[config.mk]
export PLATFORM = sky130hd
export DESIGN_NAME = panel_scan_sequencer
export DESIGN_NICKNAME = d
export VERILOG_FILES = /design/src/rtl/panel_scan_sequencer.sv
export SDC_FILE = /design/constraint.sdc
export NUM_CORES = 1
export LEC_CHECK = 0
export BUFFER_PORTS_ARGS = -buffer_cell sky130_fd_sc_hd__buf_2
export CORE_AREA = 5 5 57 59
export CTS_BUF_LIST = sky130_fd_sc_hd__clkbuf_4 sky130_fd_sc_hd__clkbuf_8
export DETAILED_ROUTE_END_ITERATION = 6
export DIE_AREA = 0 0 62 64
export HOLD_SLACK_MARGIN = 0.05
export PLACE_DENSITY = 0.77
export SETUP_SLACK_MARGIN = 0.2
export SLEW_MARGIN = 10
export SYNTH_ARGS = -nofsm -noshare
export SYNTH_HDL_FRONTEND = slang
export SYNTH_SLANG_ARGS = --single-unit
[constraint.sdc]
create_clock -name clk -period 3.2 [get_ports clk]
set_input_delay 0.32 -clock clk [delete_from_list [all_inputs] [get_ports clk]]
set_output_delay 0.32 -clock clk [all_outputs]
set_load 0.05 [all_outputs]
[src/rtl/panel_scan_sequencer.sv]
// panel_scan_sequencer: row / PWM scan controller for one LED panel driver stage.
// Emits brightness shift/load, per-step LED value load, serial shift and
// panel latch strobes in a fixed cycle-exact order. Every output is a flop
// fed from the next-state decode, so output timing equals state timing.
module panel_scan_sequencer #(
    parameter int NUM_ROWS  = 16,
    parameter int ROW_BITS  = 4,
    parameter int SHIFT_LEN = 16,
    parameter int PWM_MAX   = 255,
    parameter int SETTLE    = 2
) (
    input  logic                clk,
    input  logic                reset,
    input  logic                enable,
    input  logic                brightness_reload,
    output logic                shift,
    output logic                load_led_vals,
    output logic                load_brightness,
    output logic [7:0]          pwm_time,
    output logic [ROW_BITS-1:0] active_row_addr,
    output logic                panel_latch,
    output logic                row_blank,
    output logic                frame_start,
    output logic                busy
);

    localparam int CNT_MAX = (SHIFT_LEN > SETTLE) ? SHIFT_LEN : SETTLE;
    localparam int CNT_W   = $clog2(CNT_MAX) + 1;

    localparam logic [CNT_W-1:0]    SHIFT_LAST  = CNT_W'(SHIFT_LEN - 1);
    localparam logic [CNT_W-1:0]    SETTLE_LAST = CNT_W'(SETTLE - 1);
    localparam logic [7:0]          PWM_LAST    = 8'(PWM_MAX);
    localparam logic [ROW_BITS-1:0] ROW_LAST    = ROW_BITS'(NUM_ROWS - 1);

    typedef enum logic [2:0] {
        ST_IDLE, ST_BR_SHIFT, ST_BR_LOAD, ST_ROW_SETUP,
        ST_LOAD, ST_SHIFT, ST_LATCH, ST_ROW_END
    } state_t;

    state_t              state_q, state_d;
    logic [CNT_W-1:0]    cnt_q;
    logic                bright_pending;
    logic                row_wrap;

    logic [ROW_BITS-1:0] row_d;
    logic [7:0]          pwm_d;
    logic                blank_d;
    logic                fs_d;

    assign row_wrap = (active_row_addr == ROW_LAST);

    // State register plus the in-state cycle counter (restarts on every state change)
    always_ff @(posedge clk) begin
        if (reset) begin
            state_q <= ST_IDLE;
            cnt_q   <= '0;
        end else begin
            state_q <= state_d;
            cnt_q   <= (state_d != state_q || state_q == ST_IDLE) ? '0 : cnt_q + 1'b1;
        end
    end

    // Next-state logic
    always_comb begin
        state_d = state_q;
        case (state_q)
            ST_IDLE:      if (enable) state_d = bright_pending ? ST_BR_SHIFT : ST_ROW_SETUP;
            ST_BR_SHIFT:  if (cnt_q == SHIFT_LAST) state_d = ST_BR_LOAD;
            ST_BR_LOAD:   state_d = ST_ROW_SETUP;
            ST_ROW_SETUP: if (cnt_q == SETTLE_LAST) state_d = ST_LOAD;
            ST_LOAD:      state_d = ST_SHIFT;
            ST_SHIFT:     if (cnt_q == SHIFT_LAST) state_d = ST_LATCH;
            ST_LATCH:     state_d = (pwm_time < PWM_LAST) ? ST_LOAD : ST_ROW_END;
            ST_ROW_END: begin
                // Brightness is only reloaded at a frame boundary (wrap to row 0)
                if (!enable)                        state_d = ST_IDLE;
                else if (row_wrap && bright_pending) state_d = ST_BR_SHIFT;
                else                                 state_d = ST_ROW_SETUP;
            end
            default:      state_d = ST_IDLE;
        endcase
    end

    // Output / datapath next values derived from the upcoming state
    always_comb begin
        row_d = active_row_addr;
        if (state_q == ST_ROW_END)
            row_d = row_wrap ? '0 : active_row_addr + 1'b1;

        // pwm_time holds through LOAD..LATCH and ROW_END; zero everywhere else
        pwm_d = '0;
        if (state_q == ST_LATCH && state_d == ST_LOAD)
            pwm_d = pwm_time + 8'd1;
        else if (state_d inside {ST_LOAD, ST_SHIFT, ST_LATCH, ST_ROW_END})
            pwm_d = pwm_time;

        // Panel lights only after the first latch of a row has presented data
        blank_d = row_blank;
        if (state_d inside {ST_IDLE, ST_BR_SHIFT, ST_BR_LOAD, ST_ROW_SETUP, ST_ROW_END})
            blank_d = 1'b1;
        else if (state_q == ST_LATCH)
            blank_d = 1'b0;

        fs_d = (state_d == ST_ROW_SETUP) && (state_q != ST_ROW_SETUP) && (row_d == '0);
    end

    // Registered outputs and the pending-brightness flag
    always_ff @(posedge clk) begin
        if (reset) begin
            shift           <= 1'b0;
            load_led_vals   <= 1'b0;
            load_brightness <= 1'b0;
            panel_latch     <= 1'b0;
            frame_start     <= 1'b0;
            busy            <= 1'b0;
            pwm_time        <= '0;
            active_row_addr <= '0;
            row_blank       <= 1'b1;
            bright_pending  <= 1'b1;
        end else begin
            shift           <= (state_d == ST_BR_SHIFT) || (state_d == ST_SHIFT);
            load_led_vals   <= (state_d == ST_LOAD);
            load_brightness <= (state_d == ST_BR_LOAD);
            panel_latch     <= (state_d == ST_LATCH);
            frame_start     <= fs_d;
            busy            <= (state_d != ST_IDLE);
            pwm_time        <= pwm_d;
            active_row_addr <= row_d;
            row_blank       <= blank_d;
            // A reload arriving in the very cycle the load happens stays pending
            bright_pending  <= brightness_reload | (bright_pending & (state_q != ST_BR_LOAD));
        end
    end

endmodule

* Yosys cells after proc, flatten, opt, wreduce, memory -nomap -nowiden
Index checks and enable logic that the tools add are counted.
** Cells by class
- Equality and inequality tests :: 21
- Bitwise gates (word level) :: 2
- $lt $le $gt $ge :: 1
- Add/subtract/negate cells :: 3
- Multiplexer cells :: 13
- Reduce and logical (&&, ||, !) cells :: 14
** Operators by type and width (count)
- $eq A3 B3 Y1 const B :: 8
- $pmux W3 S8 :: 1
- $mux W8 :: 2
- $eq A3 B2 Y1 const B :: 4
- $mux W3 :: 4
- $add A8 B1 Y8 const B :: 1
- $lt A8 B8 Y1 const B :: 1
- $mux W2 :: 4
- $mux W4 :: 2
- $eq A3 B1 Y1 const B :: 2
- $logic_not A3 Y1 :: 2
- $ne A3 B2 Y1 const B :: 2
- $add A5 B1 Y5 const B :: 1
- $eq A5 B1 Y1 const B :: 1
- $eq A5 B4 Y1 const B :: 1
- $reduce_bool A5 Y1 :: 1
- $add A4 B1 Y4 const B :: 1
- $eq A4 B4 Y1 const B :: 1
- $logic_and A1 B1 Y1 :: 4
- $logic_not A4 Y1 :: 1
- $reduce_bool A4 Y1 :: 1
- $reduce_or A2 Y1 :: 2
- $ne A3 B3 Y1 :: 1
- $reduce_bool A3 Y1 :: 1
- 4 further kinds :: 5
** Word-level totals
- Output and inout port bits :: 19
- Register bits after elaboration :: 28
- Logic and storage cells :: 66

* Longest topological paths before layout
- Depth in word-level cells :: 9
- Depth in mapped cells :: 8
- Depth with buffers taken out :: 8

* Least setup slack after synthesis
OpenSTA, ideal clock, no wires.
- Kind :: flip-flop to flip-flop
- From :: register active_row_addr[0]
- To :: register row_blank
- Setup time :: 0.122 ns
- Cell stages (with the launch flop) :: 6
- Path slack :: 1.081 ns
- Data required time :: 3.078 ns
- Data arrival time :: 1.997 ns
- Clock period less this slack :: 2.119 ns
- Cell sequence :: dfxtp_1 > ha_1 > and4_1 > nor3b_1 > o41a_1 > a221o_1
** Between the ends
- Cells in the longest elaborated chain, start to end :: 8
** Ends and longest elaborated chain
- start, declared :: line 20 : output logic [ROW_BITS-1:0] active_row_addr,
- start signal, assigned :: line 128 : active_row_addr <= row_d;
- $eq A4 B4 Y1 (*) :: line 50 : assign row_wrap = (active_row_addr == ROW_LAST);
- $logic_and A1 B1 Y1 (*) :: line 77 : else if (row_wrap && bright_pending) state_d = ST_BR_SHIFT;
- $mux W2 (*) :: line 77
- $mux W2 (*) :: line 76 : if (!enable) state_d = ST_IDLE;
- $pmux W3 S8 (*) :: line 66 : case (state_q)
- $eq A3 B1 Y1, or another cell as far along :: line 99 : if (state_d inside {ST_IDLE, ST_BR_SHIFT, ST_BR_LOAD, ST_ROW_SETUP, ST_ROW_END})
- $reduce_bool A5 Y1 (*) :: line 99
- $reduce_or A2 Y1 (no line) (*)
- end signal, assigned :: line 129 : row_blank <= blank_d;
- end, declared :: line 22 : output logic row_blank,
Mark *: on every way between the ends. The rest lies on a longest branch, timed or not.
A chain may end at the register's enable or synchronous reset.

* Worst setup path in the final report
- From :: register state_q[0]
- To :: register cnt_q[2]
** Between the ends
- Cells in the longest elaborated chain, start to end :: 5
** Ends and longest elaborated chain
- start, declared :: line 40 : state_t state_q, state_d;
- start signal, assigned :: line 58 : state_q <= state_d;
- $eq A3 B3 Y1, or another cell as far along :: line 66
- $pmux W3 S8 :: line 66
- $ne A3 B3 Y1 :: line 59 : cnt_q <= (state_d != state_q || state_q == ST_IDLE) ? '0 : cnt_q + 1'b1;
- $logic_or A1 B1 Y1 (*) :: line 59
- $reduce_or A2 Y1 (no line) (*)
- end signal, assigned :: line 59
- end, declared :: line 41 : logic [CNT_W-1:0] cnt_q;
Marks and branches as above.

==> run_results.csv <==
group,metric,value,unit
run_status,status,"finished clean",
cts,clock_path_buffers,2,
pwr,peakVddDrop,0.3168,mV
floorplanning,die-area,3968,um2
cts,post-cts-setup-buffers,0,
logic_synthesis,synthArstFlopShare,0,%
cts,cts_tree,"done",
setup_path,critPathKind,"flip-flop to flip-flop",
global_routing,grt_pass1_vias,1206,
route,vias,1304,
cells_and_area,insertedDiodeCount,0,
route,wire_per_inst,14.59,um
placed_design,dpl_worst_slack,1.112,ns
timing,setup_viol,0,
placed_design,dpl_cell_area,1545,um2
global_routing,grt_use_total,16.90,%
global_routing,met2_usage,25.78,%
setup_path,cp-end-kind,"flip-flop",
cts,root_buffer,"clkbuf_4",
cts,h-tree-depth,1,
global_routing,grt_max_degree,22,
floorplanning,fp-row-count,19,
hold_path,whs_endpoint,"bright_pending",
setup_path,worstPathArrival,2.39,ns
logic_synthesis,synth_area,1443,um2
timing,post-route-period-util,67.22,%
timing,worst_slack,1.049,ns
cells_and_area,fin_util,59.40,%
pwr,powerDensity,359.6,nW/um2
logic_synthesis,synth_ff_type,"dfxtp_1",
timing,hold_viol,0,
route,routed_wl,3.108,mm
floorplanning,die_w,62,um
logic_synthesis,ys_warn_count,0,
hold_path,hp-start,"brightness_reload",
cells_and_area,fin_cells,213,
cts,clkTransAtPathRegs,0.14,ns
setup_path,rr_endpoint,"cnt_q[2]",
logic_synthesis,synth_simple_gate_area_share,27.49,%
setup_path,r2r_start,"state_q[0]",
global_routing,antenna_found_initial,0,
global_routing,globalRouteMet3Util,3.421,%
cts,cts_made_buffers,3,
hold_path,hold_class,"primary input to flip-flop",
global_routing,grt_use_met1,23.53,%
pwr,leakage,0.6052,nW
logic_synthesis,synth_xor_area_share,1.821,%
placed_design,io_buffers,22,
logic_synthesis,synth_compound_area_share,21.60,%
logic_synthesis,synth.net_count,174,
logic_synthesis,synth_fa_ha_area_share,4.337,%
timing,skew,0.006689,ns
setup_path,cp-startpoint,"state_q[0]",
floorplanning,core_region_area,2663,um2
route,drc,0,
placed_design,gp_congestion,0.8482,
route,viasPerCell,6.122,
timing,worstMarginPinSlew,0.6420,ns
global_routing,grt_most_used_layer,"met2",
cells_and_area,area_growth,9.627,%
run,maxCapViolCount,0,
timing,fmax,0.4649,GHz
logic_synthesis,synthDistinctLibCells,51,
timing,relSlewSlack,57.14,%
setup_path,start_kind,"flip-flop",
cts,holdBufCountCts,0,
timing,rsz0062_at_grt,"false",
setup_path,r2r_slack,1.05,ns
setup_path,r2r_cells,4,
cells_and_area,nets,192,
setup_path,critPathRequiredTime,3.44,ns
placed_design,place_hpwl,2.286,mm
cts,cts_sinks,28,
logic_synthesis,synth.avg_cell_area,8.743,um2
route,firstDrtPassIters,4,
logic_synthesis,ys_ff_latch,28,
cells_and_area,fin_area,1582,um2
route,first_iter_violations,43,
cts,cts_resized,0,
logic_synthesis,synth_edf_count,0,
timing,fin_setup_tns,0,ns
cts,clock_latency,0.33,ns
floorplanning,initial_core_util,54.18,%
logic_synthesis,synth-seq-area-share,38.86,%
global_routing,grt_pass1_wl,5.354,mm
global_routing,overflow,0,
floorplanning,boundaryPins,23,
logic_synthesis,synthMuxAreaShare,1.388,%
logic_synthesis,synthesis.instances,165,
logic_synthesis,synth_top_family_by_area,"simple AND/OR/NAND/NOR gates",
route,final_antenna_net_count,0,
timing,timing.final.crit_period,2.151,ns
setup_path,crit_fanout,21,
timing,slew_viol_final,0,
floorplanning,die_y,64,um
cells_and_area,drive_above_1_share,19.78,%
placed_design,place_inst,209,
hold_path,hold_depth,2,
==> critical path: stages, from the launching register on <==
cell and delay (ns):
dfxtp_1 0.76, nand3_1 0.32, nor3b_1 0.51, nor3_1 0.21
nor4_1 0.27
==> layout by cell type, fill, tap and decap left out, types with 2 or more instances in the layout <==
master and n:
a211o_1 2, a211oi_1 2, a21boi_0 2, a21oi_1 13, a31oi_1 2, and3_1 2
buf_2 22, clkbuf_4 3, dfxtp_1 28, ha_1 5, inv_1 5, mux2i_1 2
nand2_1 6, nand2b_1 4, nand3_1 9, nand3b_1 3, nand4_1 4, nand4b_1 2
nor2_1 15, nor3_1 5, nor4_1 6, o211ai_1 2, o21ai_0 9, or2_2 2
xor2_1 2
==> through the flow <==
step / hold WS [ns] / power, mW
6_report: 0.1662 / 0.5687
3_5_place_dp: 0.4862 / 0.4018
5_1_grt: 0.1555 / 0.5895
2_1_floorplan: 0.3969 / 0.3939
3_3_place_gp: 0.4726 / 0.4005
4_1_cts: 0.1634 / 0.5698
==> synthesized netlist by cell type (3+ instances only) <==
master	n	area, um2
a21oi_1	13	65.06
nand2_1	6	22.52
dfxtp_1	28	560.5
buf_2	4	20.02
nand4_1	4	25.02
inv_1	5	18.77
nand2b_1	4	25.02
nand3b_1	3	22.52
ha_1	5	62.56
nor2_1	15	56.30
nor3_1	5	25.02
nor4_1	6	37.54
o21ai_0	9	45.04
nand3_1	9	45.04
==> per-layer routing <==
metal / share of wire, % / vias up
met5: 0 / -
met2: 46 / 32
met1: 48 / 615
li1: - / 653
met4: 1.2 / 0
met3: 4.6 / 4
==> worst max-delay path by stage <==
stage | endpoint | slack, ns | depth (start not counted)
6_report | cnt_q[2] | 1.05 | 4
4_1_cts | cnt_q[2] | 1.07 | 4
5_1_grt | cnt_q[2] | 0.86 | 4
2_1_floorplan | row_blank | 1.08 | 5
3_3_place_gp | busy | 1.17 | 8
3_5_place_dp | cnt_q[2] | 1.11 | 4
==> final cells by class <==
class	count	area (um2)
inverters	5	18.77
flip-flops and latches	28	560.5
multi-input cells	123	817.0
well taps	31	38.79
repair buffers	22	110.1
clock buffers	4	36.28
fillers	248	1081
==> kinds of logic after synthesis <==
kind of cell | after synthesis
XOR/XNOR | 3
adder cells (fa/ha/maj) | 5
buffers and inverters | 14
AO/OA/AOI/OAI | 45
flip-flops | 28
multiplexers | 2
AND/OR/NAND/NOR | 68
==> power by group <==
part / total [mW] / switching [mW] / leakage, nW / internal, mW
Sequential: 0.359 / 0.00607 / 0.227 / 0.352
Clock: 0.174 / 0.104 / 0.0210 / 0.0696
Combinational: 0.0363 / 0.0248 / 0.357 / 0.0114
Total: 0.569 / 0.135 / 0.605 / 0.434
==> state kept, by name, summed over array words and instances (netlist names) <==
| name | count |
|---|---|
| active_row_addr | 4 |
| bright_pending | 1 |
| busy | 1 |
| cnt_q | 5 |
| frame_start | 1 |
| load_brightness | 1 |
| load_led_vals | 1 |
| panel_latch | 1 |
| pwm_time | 8 |
| row_blank | 1 |
| shift | 1 |
| state_q | 3 |
No activity file was read; power rests on OpenSTA's default activity.
